$ cat src/rtl/la_and3q_pkg.sv
// la_and3q_pkg
//   Shared definitions for the la_and3_qual input qualifier.
//   - state_t  : 2-bit FSM encoding (IDLE=0, QUAL=1, ON=2, DROP=3)
//   - SYNC_MIN : smallest synchronizer depth the qualifier will build
package la_and3q_pkg;

  typedef enum logic [1:0] {
    IDLE = 2'd0,
    QUAL = 2'd1,
    ON   = 2'd2,
    DROP = 2'd3
  } state_t;

  localparam int SYNC_MIN = 2;

endpackage

$ cat src/rtl/la_and3q_sync.sv
// la_and3q_sync
//   Single-bit synchronizer chain, STAGES flops deep, cleared by an
//   asynchronous active-high reset.
// Ports
//   clk    in  1  clock
//   reset  in  1  asynchronous, active-high reset
//   d      in  1  asynchronous input
//   q      out 1  synchronized output (last flop of the chain)
module la_and3q_sync
  import la_and3q_pkg::*;
#(
  parameter int STAGES = SYNC_MIN
) (
  input  logic clk,
  input  logic reset,
  input  logic d,
  output logic q
);

  logic [STAGES-1:0] chain;

  // Shift the asynchronous input through the synchronizer chain
  always_ff @(posedge clk or posedge reset) begin
    if (reset) begin
      chain <= {STAGES{1'b0}};
    end else begin
      chain <= {chain[STAGES-2:0], d};
    end
  end

  assign q = chain[STAGES-1];

endmodule

$ cat src/rtl/la_and3_qual.sv
// la_and3_qual
//   Qualifier in front of a 3-input AND gate. a, b and c are synchronized,
//   ANDed into s, and s must hold high for the programmable threshold before
//   z asserts; z is held through drop-outs shorter than the release threshold.
// Parameters
//   PROP        implementation property string (carried through only)
//   SYNCSTAGES  synchronizer flops per input (clamped to at least SYNC_MIN)
//   CNTW        width of the counter and the thresholds
// Ports
//   clk      in   1     clock
//   reset    in   1     asynchronous, active-high reset
//   a, b, c  in   1     asynchronous inputs
//   hold     in   CNTW  assert threshold H, sampled live
//   rel      in   CNTW  deassert (release) threshold R, sampled live;
//                       'release' is a reserved word, hence the short name
//   z        out  1     qualified AND (registered)
//   rise     out  1     one-cycle pulse on z 0->1
//   fall     out  1     one-cycle pulse on z 1->0
//   busy     out  1     FSM is in QUAL or DROP
//   aborts   out  CNTW  saturating count of QUAL->IDLE aborts; present only
//                       when LA_AND3Q_ABORTCNT_EN is defined
module la_and3_qual
  import la_and3q_pkg::*;
#(
  parameter string PROP       = "DEFAULT",
  parameter int    SYNCSTAGES = 2,
  parameter int    CNTW       = 8
) (
  input  logic            clk,
  input  logic            reset,
  input  logic            a,
  input  logic            b,
  input  logic            c,
  input  logic [CNTW-1:0] hold,
  input  logic [CNTW-1:0] rel,
  output logic            z,
  output logic            rise,
  output logic            fall,
  output logic            busy
`ifdef LA_AND3Q_ABORTCNT_EN
  ,
  output logic [CNTW-1:0] aborts
`endif
);

  localparam int STAGES = (SYNCSTAGES < SYNC_MIN) ? SYNC_MIN : SYNCSTAGES;

  // PROP is for implementation tools; no logic here depends on its value.
  if (PROP == "") begin : g_prop_empty
  end

  logic a_sync;
  logic b_sync;
  logic c_sync;
  logic s;

  la_and3q_sync #(.STAGES(STAGES)) u_sync_a (.clk(clk), .reset(reset), .d(a), .q(a_sync));
  la_and3q_sync #(.STAGES(STAGES)) u_sync_b (.clk(clk), .reset(reset), .d(b), .q(b_sync));
  la_and3q_sync #(.STAGES(STAGES)) u_sync_c (.clk(clk), .reset(reset), .d(c), .q(c_sync));

  assign s = a_sync & b_sync & c_sync;

  state_t          state;
  state_t          state_nxt;
  logic [CNTW-1:0] cnt;
  logic [CNTW-1:0] cnt_nxt;
  logic [CNTW:0]   cnt_inc;
  logic            hold_met;
  logic            rel_met;
  logic            rise_nxt;
  logic            fall_nxt;

  // cnt+1 is formed one bit wider so "cnt >= T-1" never underflows when a
  // threshold is lowered to zero mid-count.
  assign cnt_inc  = {1'b0, cnt} + {{CNTW{1'b0}}, 1'b1};
  assign hold_met = (cnt_inc >= {1'b0, hold});
  assign rel_met  = (cnt_inc >= {1'b0, rel});

  // Next-state, counter and pulse decode
  always_comb begin
    state_nxt = state;
    cnt_nxt   = cnt;
    rise_nxt  = 1'b0;
    fall_nxt  = 1'b0;
    case (state)
      IDLE: begin
        if (s) begin
          if (hold == {CNTW{1'b0}}) begin
            state_nxt = ON;
            rise_nxt  = 1'b1;
          end else begin
            state_nxt = QUAL;
            cnt_nxt   = {CNTW{1'b0}};
          end
        end else begin
          state_nxt = IDLE;
        end
      end
      QUAL: begin
        if (!s) begin
          state_nxt = IDLE;
        end else if (hold_met) begin
          state_nxt = ON;
          rise_nxt  = 1'b1;
        end else begin
          cnt_nxt = cnt_inc[CNTW-1:0];
        end
      end
      ON: begin
        if (!s) begin
          if (rel == {CNTW{1'b0}}) begin
            state_nxt = IDLE;
            fall_nxt  = 1'b1;
          end else begin
            state_nxt = DROP;
            cnt_nxt   = {CNTW{1'b0}};
          end
        end else begin
          state_nxt = ON;
        end
      end
      DROP: begin
        if (s) begin
          state_nxt = ON;
        end else if (rel_met) begin
          state_nxt = IDLE;
          fall_nxt  = 1'b1;
        end else begin
          cnt_nxt = cnt_inc[CNTW-1:0];
        end
      end
      default: begin
        state_nxt = IDLE;
        cnt_nxt   = {CNTW{1'b0}};
      end
    endcase
  end

  // State, counter and registered outputs; z/busy decode the next state so
  // they line up with the state they describe.
  always_ff @(posedge clk or posedge reset) begin
    if (reset) begin
      state <= IDLE;
      cnt   <= {CNTW{1'b0}};
      z     <= 1'b0;
      rise  <= 1'b0;
      fall  <= 1'b0;
      busy  <= 1'b0;
    end else begin
      state <= state_nxt;
      cnt   <= cnt_nxt;
      z     <= (state_nxt == ON) || (state_nxt == DROP);
      rise  <= rise_nxt;
      fall  <= fall_nxt;
      busy  <= (state_nxt == QUAL) || (state_nxt == DROP);
    end
  end

`ifdef LA_AND3Q_ABORTCNT_EN
  logic abort;

  // A qualification is aborted when s drops while still in QUAL
  assign abort = (state == QUAL) && !s;

  // Saturating abort counter, cleared only by reset
  always_ff @(posedge clk or posedge reset) begin
    if (reset) begin
      aborts <= {CNTW{1'b0}};
    end else if (abort && (aborts != {CNTW{1'b1}})) begin
      aborts <= aborts + {{(CNTW-1){1'b0}}, 1'b1};
    end else begin
      aborts <= aborts;
    end
  end
`endif

endmodule
$ cat config.mk
export PLATFORM = sky130hd
export DESIGN_NAME = la_and3_qual
export DESIGN_NICKNAME = d
export VERILOG_FILES = /design/src/rtl/la_and3q_pkg.sv /design/src/rtl/la_and3q_sync.sv /design/src/rtl/la_and3_qual.sv
export SDC_FILE = /design/constraint.sdc
export NUM_CORES = 1
export LEC_CHECK = 0
export ABC_CLOCK_PERIOD_IN_PS = 3900
export CAP_MARGIN = 20
export CORE_MARGIN = 8
export CORE_UTILIZATION = 40
export DETAILED_ROUTE_END_ITERATION = 12
export PLACE_DENSITY_LB_ADDON = 0.08
export SLEW_MARGIN = 20
export SYNTH_ARGS = -nofsm -noshare
export SYNTH_HDL_FRONTEND = slang
export SYNTH_SLANG_ARGS = --single-unit
export TNS_END_PERCENT = 30
$ cat constraint.sdc
create_clock -name clk -period 3.9 [get_ports clk]
set_input_delay 0.78 -clock clk [delete_from_list [all_inputs] [get_ports clk]]
set_output_delay 0.78 -clock clk [all_outputs]
set_load 0.02 [all_outputs]
==> impl.org, run 1 <==
** Drt
- In the routed design, unresolved DRC markers number 0.
- Using the TritonRoute via totals, the vias-per-cell ratio works out to 5.06.
- Post-detailed-route count of antenna-violating nets :: 0
- Via Count :: 1119
- Before antenna repair, the detailed router went through 4 iterations.
- After the first detailed-routing iteration, the DRC count stood at 60.
- After detailed routing, the average wire length per cell comes to 14.4 µm.
- The routed design has 3170 µm of wire.

** Cells and area
- Filler cell count in the final layout :: 314
- Most common library cell in the layout ignoring fill and taps :: sky130_fd_sc_hd__clkdlybuf4s50_1
- Fraction of layout cells with a size suffix above 1 :: 4.00%
- The multi-input combinational cells in the finished layout cover a total of 761 µm².
- In the layout the commonest cells are sky130_fd_sc_hd__clkdlybuf4s50_1, sky130_fd_sc_hd__inv_1, sky130_fd_sc_hd__dfrtp_1.
- The finished layout holds 221 standard cells, fillers aside.
- Count of inserted antenna diode cells :: 0
- The area growth from synthesis to layout is 22.9%.
- For this run, the post-layout net count is 214.
- Sequential cell area in the final layout :: 475 µm²

** Placement
- Total of buffers placed on input and output ports :: 24
- Sum of net half-perimeters after detailed placement :: 2510 µm
- Routability cong. :: 0.861
- Post-Place Setup Slack :: 0.583 ns
- Including well taps, the total number of placed cells is 217.

** Setup path
- CP endpoint kind :: register
- STA classifies the critical path startpoint as a register.
- Along the worst path, the maximum fanout reaches 16.
- CP top delay family :: simple AND/OR/NAND/NOR gates
- Worst path buffer plus inverter count :: 0
- Walking the worst path, the cells encountered are ha_1 > nand3_2 > nor2_1 > xor2_1 > ha_1 > and3_1 > a221o_1 > nor2_1 > a22oi_2 > or4_1 > nand3_1.
- Critical path start-end classification :: register to register
- The slowest stage of the critical path belongs to the cell sky130_fd_sc_hd__or4_1.
- The largest single stage delay on the critical path is 0.57 ns.
- Critical path arrival :: 3.57 ns
- Data on the critical path is required at its endpoint by 4.15 ns.

** Timing
- The max-slew violation count was 0.
- Tightest slew margin relative to the limit :: 50.9%
- FMAX :: 301 MHz
- Summed over all failing endpoints, the final setup total negative slack is 0 ns.
- In the post-route analysis, the smallest setup slack over all paths is 0.582 ns.
- Setup repair after global routing left no endpoint under its margin.
- For the pin with the worst max-slew slack, the measured transition is 0.736 ns.
- For the final database, setup skew stands at 0.00347 ns.
- Ratio of final minimum period to clock period :: 85.1%
- Worst hold-check slack :: 0.366 ns
- The worst path needs 3.32 ns of the cycle, external delays included.
- The number of hold violations in the final report was 0.
- Final setup violating endpoints :: 0

** Synthesis
- Syn_area_per_cell :: 8.85 µm²
- Of the synthesized area, sequential elements account for 35.6%.
- Synth Area in Compound Gates :: 15.4%
- Of the total synthesized cell area, the portion taken by AND, OR, NAND and NOR gates is 21.6%.
- Count of different cell masters after synthesis :: 33
- Share of the synthesized netlist area taken by xor and xnor gates :: 3.93%
- The synthesized design contains 0 enable-type register cells.
- Main combinational cell family by area after synthesis :: simple AND/OR/NAND/NOR gates
- The most used flip-flop cell after synthesis is sky130_fd_sc_hd__dfrtp_1.
- In this run, synthesis produced a sequential element count of 19.
- The synthesized netlist occupies a cell area of 1340 µm².
- Post-synthesis share of cell area spent on full adders, half adders and majority gates :: 15.9%
- Net count after synthesis :: 189
- The cell count after synthesis came out at 151.
- Multiplexer share of the synthesized area :: 0%
- For this run, asynchronously set or reset flops after synthesis account for 100%.
- For this run, the number of Yosys warnings is 0.

** Die
- The die is 73.8 µm tall.
- The initialized floorplan defines 21 standard-cell rows.
- The floorplan step set the die width to 73.8 µm.
- The total area inside the core boundary comes to 3280 µm².
- Total Die Area :: 5450 µm²
- Pin placement for this block handled 25 I/O pins.
- Initial cell density of the core :: 40.7%

** Clocking
- Clock tree synthesis selected as its root buffer the cell sky130_fd_sc_hd__clkbuf_4.
- Buffer levels on the longest clock path :: 2
- H-tree level count :: 1
- For this design, the CTS-stage hold fixing added 0 buffers.
- Clock-pin slew was measured on the worst setup and hold paths at 0.12 ns.
- Clock insertion delay at the later pin of the skew report :: 0.31 ns
- Counting the buffers created by CTS gives 3.
- Number of gates resized after CTS :: 0
- Sink Count :: 19
- TritonCTS built the clock tree.
- Post-CTS setup buffer count :: 0

** Global routing
- After global routing the overflow that remains totals 0.
- Initial antenna violation count :: 0
- The via count of the first global-routing pass was 1102.
- The first global-routing pass estimated 5230 µm of wire.
- Global routing used 12.3% of the available tracks.
- Largest net degree at the start of global routing :: 21

** Power
- Power per unit of standard cell area :: 426 nW/µm²
- Leakage Power :: 0.817 nW
- The worst-case IR drop observed on VDD is 0.000349 V.

** Run
- Maximum Capacitance Violations :: 0

** Worst hold path
- The worst hold path belongs to the class register to register.

** Run status
- Outcome :: finished clean
==> through the flow <==
step	utilization [%]	instance area (µm²)	total power [mW]
after global placement	49.1	1610	0.586
after floorplan	-	1340	0.499
after CTS	50.0	1640	0.703
after detailed placement	49.1	1610	0.598
final	50.0	1640	0.699
after global routing	50.0	1640	0.754
==> path summary, 6_finish.rpt <==
kind | start | to | slack [ns] | depth (start not counted)
worst max-delay path | cnt[0]$_DFFE_PP0P_ | cnt[3]$_DFFE_PP0P_ | 0.58 | 11
worst min-delay path | u_sync_b.chain[0]$_DFF_PP0_ | u_sync_b.chain[1]$_DFF_PP0_ | 0.37 | 0
worst max register to register | cnt[0]$_DFFE_PP0P_ | cnt[3]$_DFFE_PP0P_ | 0.58 | 11
worst min register to register | u_sync_b.chain[0]$_DFF_PP0_ | u_sync_b.chain[1]$_DFF_PP0_ | 0.37 | 0
max in group asynchronous | reset | cnt[4]$_DFFE_PP0P_ | 2.55 | 2
min in group asynchronous | reset | fall$_DFF_PP0_ | 0.88 | 2
==> routing by layer <==
| metal | GRT usage, % | wire length [µm] | vias up |
|---|---|---|---|
| met5 | 0 | 0 | - |
| met3 | 3.41 | 216 | 2 |
| met4 | 3.77 | 19 | 0 |
| li1 | - | - | 583 |
| met2 | 18.8 | 1450 | 25 |
| met1 | 16.1 | 1490 | 509 |
==> cell type report <==
type | instances | area share, %
inverters | 19 | 4.34
clock inverters | 1 | 0.457
clock buffers | 3 | 1.37
flip-flops and latches | 19 | 28.9
multi-input cells | 108 | 46.3
repair buffers | 25 | 15.1
well taps | 46 | 3.50
==> cells in the mapped netlist (2+ instances only) <==
master                      n  area [µm²]
sky130_fd_sc_hd__a221o_1    2        20.0
sky130_fd_sc_hd__ha_1      17         213
sky130_fd_sc_hd__nor3_1     5        25.0
sky130_fd_sc_hd__nand4_1    4        25.0
sky130_fd_sc_hd__nor2b_1    3        18.8
sky130_fd_sc_hd__nand3_1   10        50.1
sky130_fd_sc_hd__xnor2_1    2        17.5
sky130_fd_sc_hd__a21oi_1    8        40.0
sky130_fd_sc_hd__or4_1      2        15.0
sky130_fd_sc_hd__nand2_1   18        67.6
sky130_fd_sc_hd__xor2_1     4        35.0
sky130_fd_sc_hd__a41oi_1    2        17.5
sky130_fd_sc_hd__nand2b_1   2        12.5
sky130_fd_sc_hd__nor4_1     2        12.5
sky130_fd_sc_hd__a21o_1     5        37.5
sky130_fd_sc_hd__and3_1     2        12.5
sky130_fd_sc_hd__buf_4      2        15.0
sky130_fd_sc_hd__nor2_1     6        22.5
sky130_fd_sc_hd__o211ai_1   2        15.0
sky130_fd_sc_hd__o311ai_0   3        26.3
sky130_fd_sc_hd__o21ai_0    2        10.0
sky130_fd_sc_hd__dfrtp_1   19         475
sky130_fd_sc_hd__inv_1     19        71.3
==> where the power goes <==
part           total (mW)  internal (mW)  switching [mW]
logic               0.297          0.130           0.167
registers           0.296          0.230          0.0651
clock network       0.107         0.0391          0.0677
total               0.699          0.400           0.300
==> sequential cells by signal (all words and copies together), names as in the netlist <==
signal,count
fall,1
busy,1
rise,1
u_sync_a.chain,2
u_sync_b.chain,2
state,1
z,1
u_sync_c.chain,2
cnt,8
==> cell families (layout without fill, tap and decap cells) <==
kind of cell | after synthesis | after routing
fa+ha+maj | 17 | 17
compound gates | 28 | 28
xor+xnor | 6 | 6
flops | 19 | 19
simple gates | 57 | 57
buf+inv | 24 | 48
==> worst reg2reg max path, stage by stage (launching register included) <==
cell and delay [ns]:
sky130_fd_sc_hd__dfrtp_1 0.47, sky130_fd_sc_hd__ha_1 0.28, sky130_fd_sc_hd__nand3_2 0.14, sky130_fd_sc_hd__nor2_1 0.16
sky130_fd_sc_hd__xor2_1 0.26, sky130_fd_sc_hd__ha_1 0.30, sky130_fd_sc_hd__and3_1 0.22, sky130_fd_sc_hd__a221o_1 0.33
sky130_fd_sc_hd__nor2_1 0.20, sky130_fd_sc_hd__a22oi_2 0.23, sky130_fd_sc_hd__or4_1 0.57, sky130_fd_sc_hd__nand3_1 0.09
(Power assumes the default switching activity.)
==> inputs of run 2 (changes only) <==
--- a/config.mk
+++ b/config.mk
@@ -8,7 +8,7 @@
 export ABC_CLOCK_PERIOD_IN_PS = 3900
 export CAP_MARGIN = 20
 export CORE_MARGIN = 8
-export CORE_UTILIZATION = 40
+export CORE_UTILIZATION = 29
 export DETAILED_ROUTE_END_ITERATION = 12
 export PLACE_DENSITY_LB_ADDON = 0.08
 export SLEW_MARGIN = 20
==> run 2 against run 1 <==
Effect of this change:
- sequential power about the same
- global-route usage is 2.1 points lower
- flip-flop and latch count did not move
- fmax grew 0.29%
- wire length increased by 10%
- register-to-register slack about the same
- cell count is 2.7% higher
==> impl.org, run 2 (same netlist as run 1, synthesis figures left out) <==
** Clocking
- The clock drives 19 sinks.
- Clk slew on worst S/H paths :: 0.08 ns
- CTS root buffer :: sky130_fd_sc_hd__clkbuf_8
- TritonCTS built the clock tree.
- In this run the number of H-tree levels came out at 1.
- The clock passes through at most 2 buffers.
- Counting the buffers created by CTS gives 3.
- Post-CTS setup buffer count :: 0
- The number of hold buffers added after CTS was 0.
- Once the clock tree was built, the resizer swapped 0 gates to a different size.
- Clock insertion delay at the later pin of the skew report :: 0.26 ns

** Timing
- Tightest slew margin relative to the limit :: 51.2%
- Static timing analysis puts the maximum clock frequency at 302 MHz.
- Worst Slack Setup Final :: 0.592 ns
- Setup repair after global routing missed its margin :: false
- Worst clock skew :: 0.00292 ns
- Count of pins over their slew limit :: 0
- At the pin with the least slew margin, the transition time is 0.731 ns.
- Ratio of final minimum period to clock period :: 84.8%
- Setup violations remaining at the end of the flow were counted as 0.
- For the final routed database, the setup TNS stands at 0 ns.
- The smallest clock period supported by the final layout is computed as 3.31 ns.
- The number of hold violations in the final report was 0.

** Drt
- The first detailed-routing pass ran for 4 iterations.
- After detailed routing, the number of remaining DRC violations is 0.
- The detail route stage leaves a number of antenna-violating nets equal to 0.
- Using the TritonRoute via totals, the vias-per-cell ratio works out to 5.22.
- Initial DRC count :: 61
- In the final routed layout, each cell accounts on average for 15.4 µm.
- Summing over every cut layer, the via total after detailed routing is 1184.
- For this block, the routed nets add up to 3500 µm of wire.

** Cells and area
- Final net count :: 214
- Flip-flop count of the largest register after layout :: 8
- Synth-to-Final Area Change :: 24.9%
- In the final layout, the multi-input gates occupy 761 µm².
- For this run, the share of the core covered by cells in the final layout is 38.1%.
- Filler cell count in the final layout :: 437
- Leaving out fill and tap cells, the most frequent cells in the layout are sky130_fd_sc_hd__clkdlybuf4s50_1, sky130_fd_sc_hd__inv_1, sky130_fd_sc_hd__dfrtp_1.
- Counting flops per register, the top entry is cnt.
- Sequential cell area in the final layout :: 475 µm²
- Most common library cell in the layout ignoring fill and taps :: sky130_fd_sc_hd__clkdlybuf4s50_1
- In the final layout, the share of cells above drive strength 1 is 4.00%.
- 0 antenna diodes ended up in the layout.

** Placement
- At the placement stage, the worst setup path has a slack of 0.595 ns.
- Sum of net half-perimeters after detailed placement :: 2740 µm
- Total of buffers placed on input and output ports :: 24
- Routability cong. :: 0.900

** Setup path
- For the worst setup path, the data required time is 4.10 ns.
- Crit Reg-Reg Startpoint :: cnt[0]$_DFFE_PP0P_
- The critical path goes through ha_1 > nand3_2 > nor2_1 > xor2_1 > ha_1 > and3_1 > a221o_1 > nor2_1 > a22oi_2 > or4_1 > nand3_1.
- CP top delay family :: simple AND/OR/NAND/NOR gates
- Counting buffers and inverters, the worst setup path is 11 cells deep.
- Setup slack on the worst reg-to-reg path comes out at 0.59 ns.
- In this design, the stage delay of the slowest critical-path cell is 0.57 ns.
- Critical path arrival :: 3.51 ns
- The worst setup path is captured at a register.
- Worst path buffer plus inverter count :: 0
- In this run the worst setup path terminates at cnt[3]$_DFFE_PP0P_.
- Critical path start-end classification :: register to register
- Element type at the critical path start :: register
- Cells on worst reg2reg path :: 11
- Worst R2R End :: cnt[3]$_DFFE_PP0P_
- Max stage delay cell, worst path :: sky130_fd_sc_hd__or4_1
- The critical path starts at cnt[0]$_DFFE_PP0P_.
- Crit path max fanout :: 16

** Die
- 25 I/O pins were placed.
- In this run the standard cell core region covers 4380 µm².
- Once the floorplan was initialized, standard cells occupied 30.5% of the core.
- The die covers 7040 µm².
- Core Rows :: 24
- Measured along the x axis, the die boundary spans 83.9 µm.
- From bottom edge to top edge, the die measures 83.9 µm.

** Power
- Cell Int Power :: 0.433 mW
- Relative contribution of sequential cells to total power :: 39.7%
- For this design the ratio of total power to cell area is 446 nW/µm².
- Leakage Power :: 0.825 nW
- The worst-case IR drop observed on VDD is 0.000237 V.
- Clock share of power :: 19.2%
- For this design the total switching power over the nets is 0.311 mW.
- Sw Ratio :: 41.8%
- Of the total power, combinational logic draws 41.0%.

** Global routing
- The number of antenna violations at the first check in global routing came to 0.
- Number of global-route vias before repair :: 1214
- Global routing consumed, over all layers together, 10.1% of the routing resources.
- Largest net degree at the start of global routing :: 21
- Summed over all layers, the global routing overflow is 0.
- Wire length of the first global-routing pass :: 5930 µm

** Worst hold path
- The tightest min-delay check is of the register to register type.

** Run
- Maximum Capacitance Violations :: 0

** Run status
- The flow ran to the end, and the final reports show no timing, DRC or antenna violations.
run 2: metal layers:
layer,up-vias,GRT usage (%),routed length [µm]
met5,-,0,0
met4,0,4.87,78
met3,8,1.86,117
met2,32,15.6,1570
met1,558,13.1,1730
li1,586,-,-
run 2: stage by stage:
stage | total power [mW] | hold slack [ns] | area [µm²] | std cells
after global routing | 0.814 | 0.370 | 1670 | 227
after global placement | 0.602 | 0.333 | 1620 | 223
final | 0.744 | 0.350 | 1670 | 227
after floorplan | 0.499 | 0.331 | 1340 | 151
after detailed placement | 0.608 | 0.336 | 1620 | 223
after CTS | 0.754 | 0.355 | 1670 | 227
run 2: worst min-delay path by stage:
stage	startpoint	end	slack, ns	cells past startpoint
floorplan	u_sync_a.chain[0]$_DFF_PP0_	u_sync_a.chain[1]$_DFF_PP0_	0.33	0
global placement	u_sync_a.chain[0]$_DFF_PP0_	u_sync_a.chain[1]$_DFF_PP0_	0.33	0
detailed placement	u_sync_b.chain[0]$_DFF_PP0_	u_sync_b.chain[1]$_DFF_PP0_	0.34	0
CTS	u_sync_b.chain[0]$_DFF_PP0_	u_sync_b.chain[1]$_DFF_PP0_	0.35	0
global route	u_sync_a.chain[0]$_DFF_PP0_	u_sync_a.chain[1]$_DFF_PP0_	0.37	0
finish	u_sync_b.chain[0]$_DFF_PP0_	u_sync_b.chain[1]$_DFF_PP0_	0.35	0
run 2: worst register-to-register path, cell delays in order, from the launching register on:
cell and delay [ns]:
sky130_fd_sc_hd__dfrtp_1 0.45, sky130_fd_sc_hd__ha_1 0.28, sky130_fd_sc_hd__nand3_2 0.15, sky130_fd_sc_hd__nor2_1 0.15, sky130_fd_sc_hd__xor2_1 0.29, sky130_fd_sc_hd__ha_1 0.30, sky130_fd_sc_hd__and3_1 0.22, sky130_fd_sc_hd__a221o_1 0.33
sky130_fd_sc_hd__nor2_1 0.19, sky130_fd_sc_hd__a22oi_2 0.22, sky130_fd_sc_hd__or4_1 0.58, sky130_fd_sc_hd__nand3_1 0.09
run 2: layout make-up:
| class | instances | share of cell area [%] |
|---|---|---|
| Sequential cell | 19 | 28.5 |
| Clock inverter | 1 | 0.450 |
| Clock buffer | 3 | 2.47 |
| Multi-Input combinational cell | 108 | 45.6 |
| Inverter | 19 | 4.27 |
| Timing Repair Buffer | 25 | 14.8 |
| Tap cell | 52 | 3.90 |
run 2: power groups by stage:
stage	registers, mW	logic (mW)	clock network (mW)
final	0.295	0.305	0.143
after global routing	0.307	0.350	0.157
after CTS	0.296	0.310	0.148
after detailed placement	0.300	0.308	0
after global placement	0.299	0.303	0
after floorplan	0.272	0.227	0
==> inputs of run 3 (changes only) <==
--- a/config.mk
+++ b/config.mk
@@ -5,7 +5,7 @@
 export SDC_FILE = /design/constraint.sdc
 export NUM_CORES = 1
 export LEC_CHECK = 0
-export ABC_CLOCK_PERIOD_IN_PS = 3900
+export ABC_CLOCK_PERIOD_IN_PS = 2800
 export CAP_MARGIN = 20
 export CORE_MARGIN = 8
 export CORE_UTILIZATION = 29
==> constraint.sdc (replaced) <==
create_clock -name clk -period 2.8 [get_ports clk]
set_input_delay 0.56 -clock clk [delete_from_list [all_inputs] [get_ports clk]]
set_output_delay 0.56 -clock clk [all_outputs]
set_load 0.02 [all_outputs]
==> run 3 against run 2 <==
Effect of this change:
- flip-flop and latch count is the same
- setup slack got worse by 0.58 ns
- cell count rose by 16%
- clock-buffer cell count did not move
- utilization up 8.8 points
- register-to-register slack worse by 0.58 ns
- clock power increased by 38%
- via count up 7.5%
- power up 62%
- sequential share of layout area fell by 5.3 points
- clock skew decreased by 0.0011 ns
- critical path type unchanged
- largest cell class unchanged
==> impl.org, run 3 (same netlist as run 1, synthesis figures left out) <==
** Global routing
- The number of antenna violations at the first check in global routing came to 0.
- The via count of the first global-routing pass was 1294.
- Largest net degree at the start of global routing :: 20
- Global routing finished with a remaining overflow of 0.
- Across every metal layer, demand over resource in global routing totals 10.6%.
- Wire length of the first global-routing pass :: 6200 µm

** Power
- Internal power comes to 0.716 mW.
- The analysis attributes to cell leakage a power of 1.02 nW.
- Power spent charging and discharging nets :: 0.486 mW
- Combinational logic burns 50.4% of the power.
- The clock network burns 16.5% of the power.
- For this design the ratio of total power to cell area is 584 nW/µm².
- Of the total power, registers draw 33.1%.
- Sw Ratio :: 40.4%
- IR analysis of the VDD net gives a maximum drop of 0.000347 V.

** Drt
- Initial DRC count :: 38
- For this block, the via count after detailed routing is 1273.
- DRT Pass-1 Iters :: 4
- The final layout contains routed wiring with a total length of 3630 µm.
- Drt wl/cell :: 13.8 µm
- The count of nets left with antenna violations once routing finished came out at 0.
- Number of remaining DRC errors :: 0
- In the routed layout, each cell is associated on average with a via count of 4.82.

** Setup path
- Along the worst path, the maximum fanout reaches 8.
- Element type at the critical path start :: register
- The worst setup path is captured at a register.
- Critical path start-end classification :: register to register
- Req. time, crit path :: 2.99 ns
- Critical path arrival :: 2.98 ns

** Cells and area
- Commonest cells after routing, fill and taps aside :: sky130_fd_sc_hd__buf_4, sky130_fd_sc_hd__clkdlybuf4s50_1, sky130_fd_sc_hd__inv_1
- cnt holds more flip-flops than any other register.
- Count of inserted antenna diode cells :: 0
- Cells with a size suffix above 1 make up 28.8% of the layout.
- Synth-to-Final Area Change :: 53.9%
- Leaving out fill and tap cells, the most frequent cell in the layout is sky130_fd_sc_hd__buf_4.
- Area of all placed cells without fillers :: 2060 µm²
- The filler cells instantiated in the layout total 422.
- Flip-flop count of the largest register after layout :: 8
- Final net count :: 251

** Clocking
- CTS placed an instance of sky130_fd_sc_hd__clkbuf_8 at the clock tree root.
- In this run the number of H-tree levels came out at 1.
- TritonCTS clock tree :: built
- Clock latency on the worst-skew pair, taken at its later pin, is 0.26 ns.
- Num CTS Buffers :: 3
- The longest clock path from root to sink contains 2 buffers.
- Clk slew on worst S/H paths :: 0.08 ns
- Sink Count :: 19

** Timing
- Count of pins over their slew limit :: 0
- Hold timing on the final database bottoms out at a slack of 0.357 ns.
- Tightest slew margin relative to the limit :: 49.8%
- Setup violations remaining at the end of the flow were counted as 0.
- FMAX :: 359 MHz
- Ratio of final minimum period to clock period :: 99.6%
- The number of hold violations in the final report was 0.
- Worst Slack Setup Final :: 0.0120 ns
- Worst clock skew :: 0.00187 ns
- At the pin with the least slew margin, the transition time is 0.752 ns.
- Setup repair after global routing could not meet its margin everywhere.
- After layout, the minimum clock period comes to 2.79 ns.

** Die
- Measured along the y axis, the die boundary spans 83.9 µm.
- The die is 83.9 µm wide.
- Core Rows :: 24
- Total Die Area :: 7040 µm²
- Core Footprint :: 4380 µm²
- Count of boundary I/O pins :: 25
- Initial cell density of the core :: 30.5%

** Placement
- Buffers placed on the I/O ports in this run total 24.
- The placed instances occupy a cell area of 1830 µm².
- Routability cong. :: 0.809
- Detailed placement ended at an HPWL of 2840 µm.
- Post-Place Setup Slack :: -0.224 ns

** Run
- Maximum Capacitance Violations :: 0

** Worst hold path
- Class of the most critical hold timing path :: register to register

** Run status
- Outcome :: finished clean
## run 3: cell types whose count changed in the layout (fill, tap and decap cells not counted), moves of 2 or more
cell	change
sky130_fd_sc_hd__buf_4	+37
sky130_fd_sc_hd__nor2_2	+4
sky130_fd_sc_hd__o311ai_0	-3
sky130_fd_sc_hd__and3_1	-2
sky130_fd_sc_hd__ha_1	-3
sky130_fd_sc_hd__nor2_1	-4
sky130_fd_sc_hd__o311ai_1	+2
sky130_fd_sc_hd__xor2_1	-2
sky130_fd_sc_hd__and3_4	+2
sky130_fd_sc_hd__xor2_2	+2
sky130_fd_sc_hd__ha_4	+3
## run 3: metrics by stage
| stage | TNS [ns] | utilization (%) | power [mW] | instances |
|---|---|---|---|---|
| floorplan | 0 | - | 0.708 | 151 |
| global placement | -1.36 | 41.7 | 0.950 | 249 |
| detailed placement | -1.40 | 41.7 | 0.970 | 249 |
| CTS | -0.0276 | 45.2 | 1.19 | 262 |
| global route | -0.219 | 46.9 | 1.31 | 264 |
| finish | 0 | 46.9 | 1.20 | 264 |
## run 3: path summary, 6_finish.rpt
path	start	endpoint	slack (ns)	cells past startpoint
worst max register to register	cnt[0]$_DFFE_PP0P_	cnt[0]$_DFFE_PP0P_	0.01	10
min in group asynchronous	reset	cnt[5]$_DFFE_PP0P_	0.73	2
max in group asynchronous	reset	cnt[0]$_DFFE_PP0P_	1.55	2
worst max-delay path	cnt[0]$_DFFE_PP0P_	cnt[0]$_DFFE_PP0P_	0.01	10
worst min register to register	u_sync_c.chain[0]$_DFF_PP0_	u_sync_c.chain[1]$_DFF_PP0_	0.36	0
worst min-delay path	u_sync_c.chain[0]$_DFF_PP0_	u_sync_c.chain[1]$_DFF_PP0_	0.36	0
## run 3: worst max-delay path, stage by stage, from the launching register on
cell                      delay [ns]
sky130_fd_sc_hd__dfrtp_2        0.43
sky130_fd_sc_hd__nand3_2        0.13
sky130_fd_sc_hd__nor3_2         0.14
sky130_fd_sc_hd__xor2_1         0.27
sky130_fd_sc_hd__ha_1           0.29
sky130_fd_sc_hd__and3_4         0.20
sky130_fd_sc_hd__a221o_1        0.36
sky130_fd_sc_hd__nor2_2         0.13
sky130_fd_sc_hd__a22oi_2        0.14
sky130_fd_sc_hd__or4b_1         0.55
sky130_fd_sc_hd__nand3_1        0.09
## run 3: repair_timing
item / in CTS / in global routing
hold buffers: 0 / 0
pin swaps: 6 / 15
hold endpoints to repair: 0 / 0
endpoints found under the setup margin: 9 / 9
buffers inserted: 9 / 2
gates resized for setup: 10 / 11
## run 3: layout make-up
type                       count  area (µm²)  area share (%)
clock inverter                 1        7.51           0.365
tap                           52        65.1            3.16
clock buffer                   3        41.3            2.01
timing repair buffer          62         526            25.5
multi-input combinational    108         870            42.3
sequential                    19         477            23.2
inverter                      19        71.3            3.47
## run 3: power groups by stage
stage	logic, mW	clock network, mW	registers, mW
after global placement	0.551	0	0.399
after detailed placement	0.569	0	0.401
after CTS	0.577	0.210	0.399
after floorplan	0.323	0	0.385
after global routing	0.676	0.224	0.409
final	0.606	0.198	0.398
## run 3: layer usage
| metal | global-route usage [%] | vias up | wire [µm] |
|---|---|---|---|
| met5 | 0 | - | 0 |
| met4 | 3.30 | 0 | 19 |
| met3 | 2.25 | 2 | 151 |
| met2 | 17.1 | 26 | 1690 |
| met1 | 13.5 | 590 | 1770 |
| li1 | - | 655 | - |
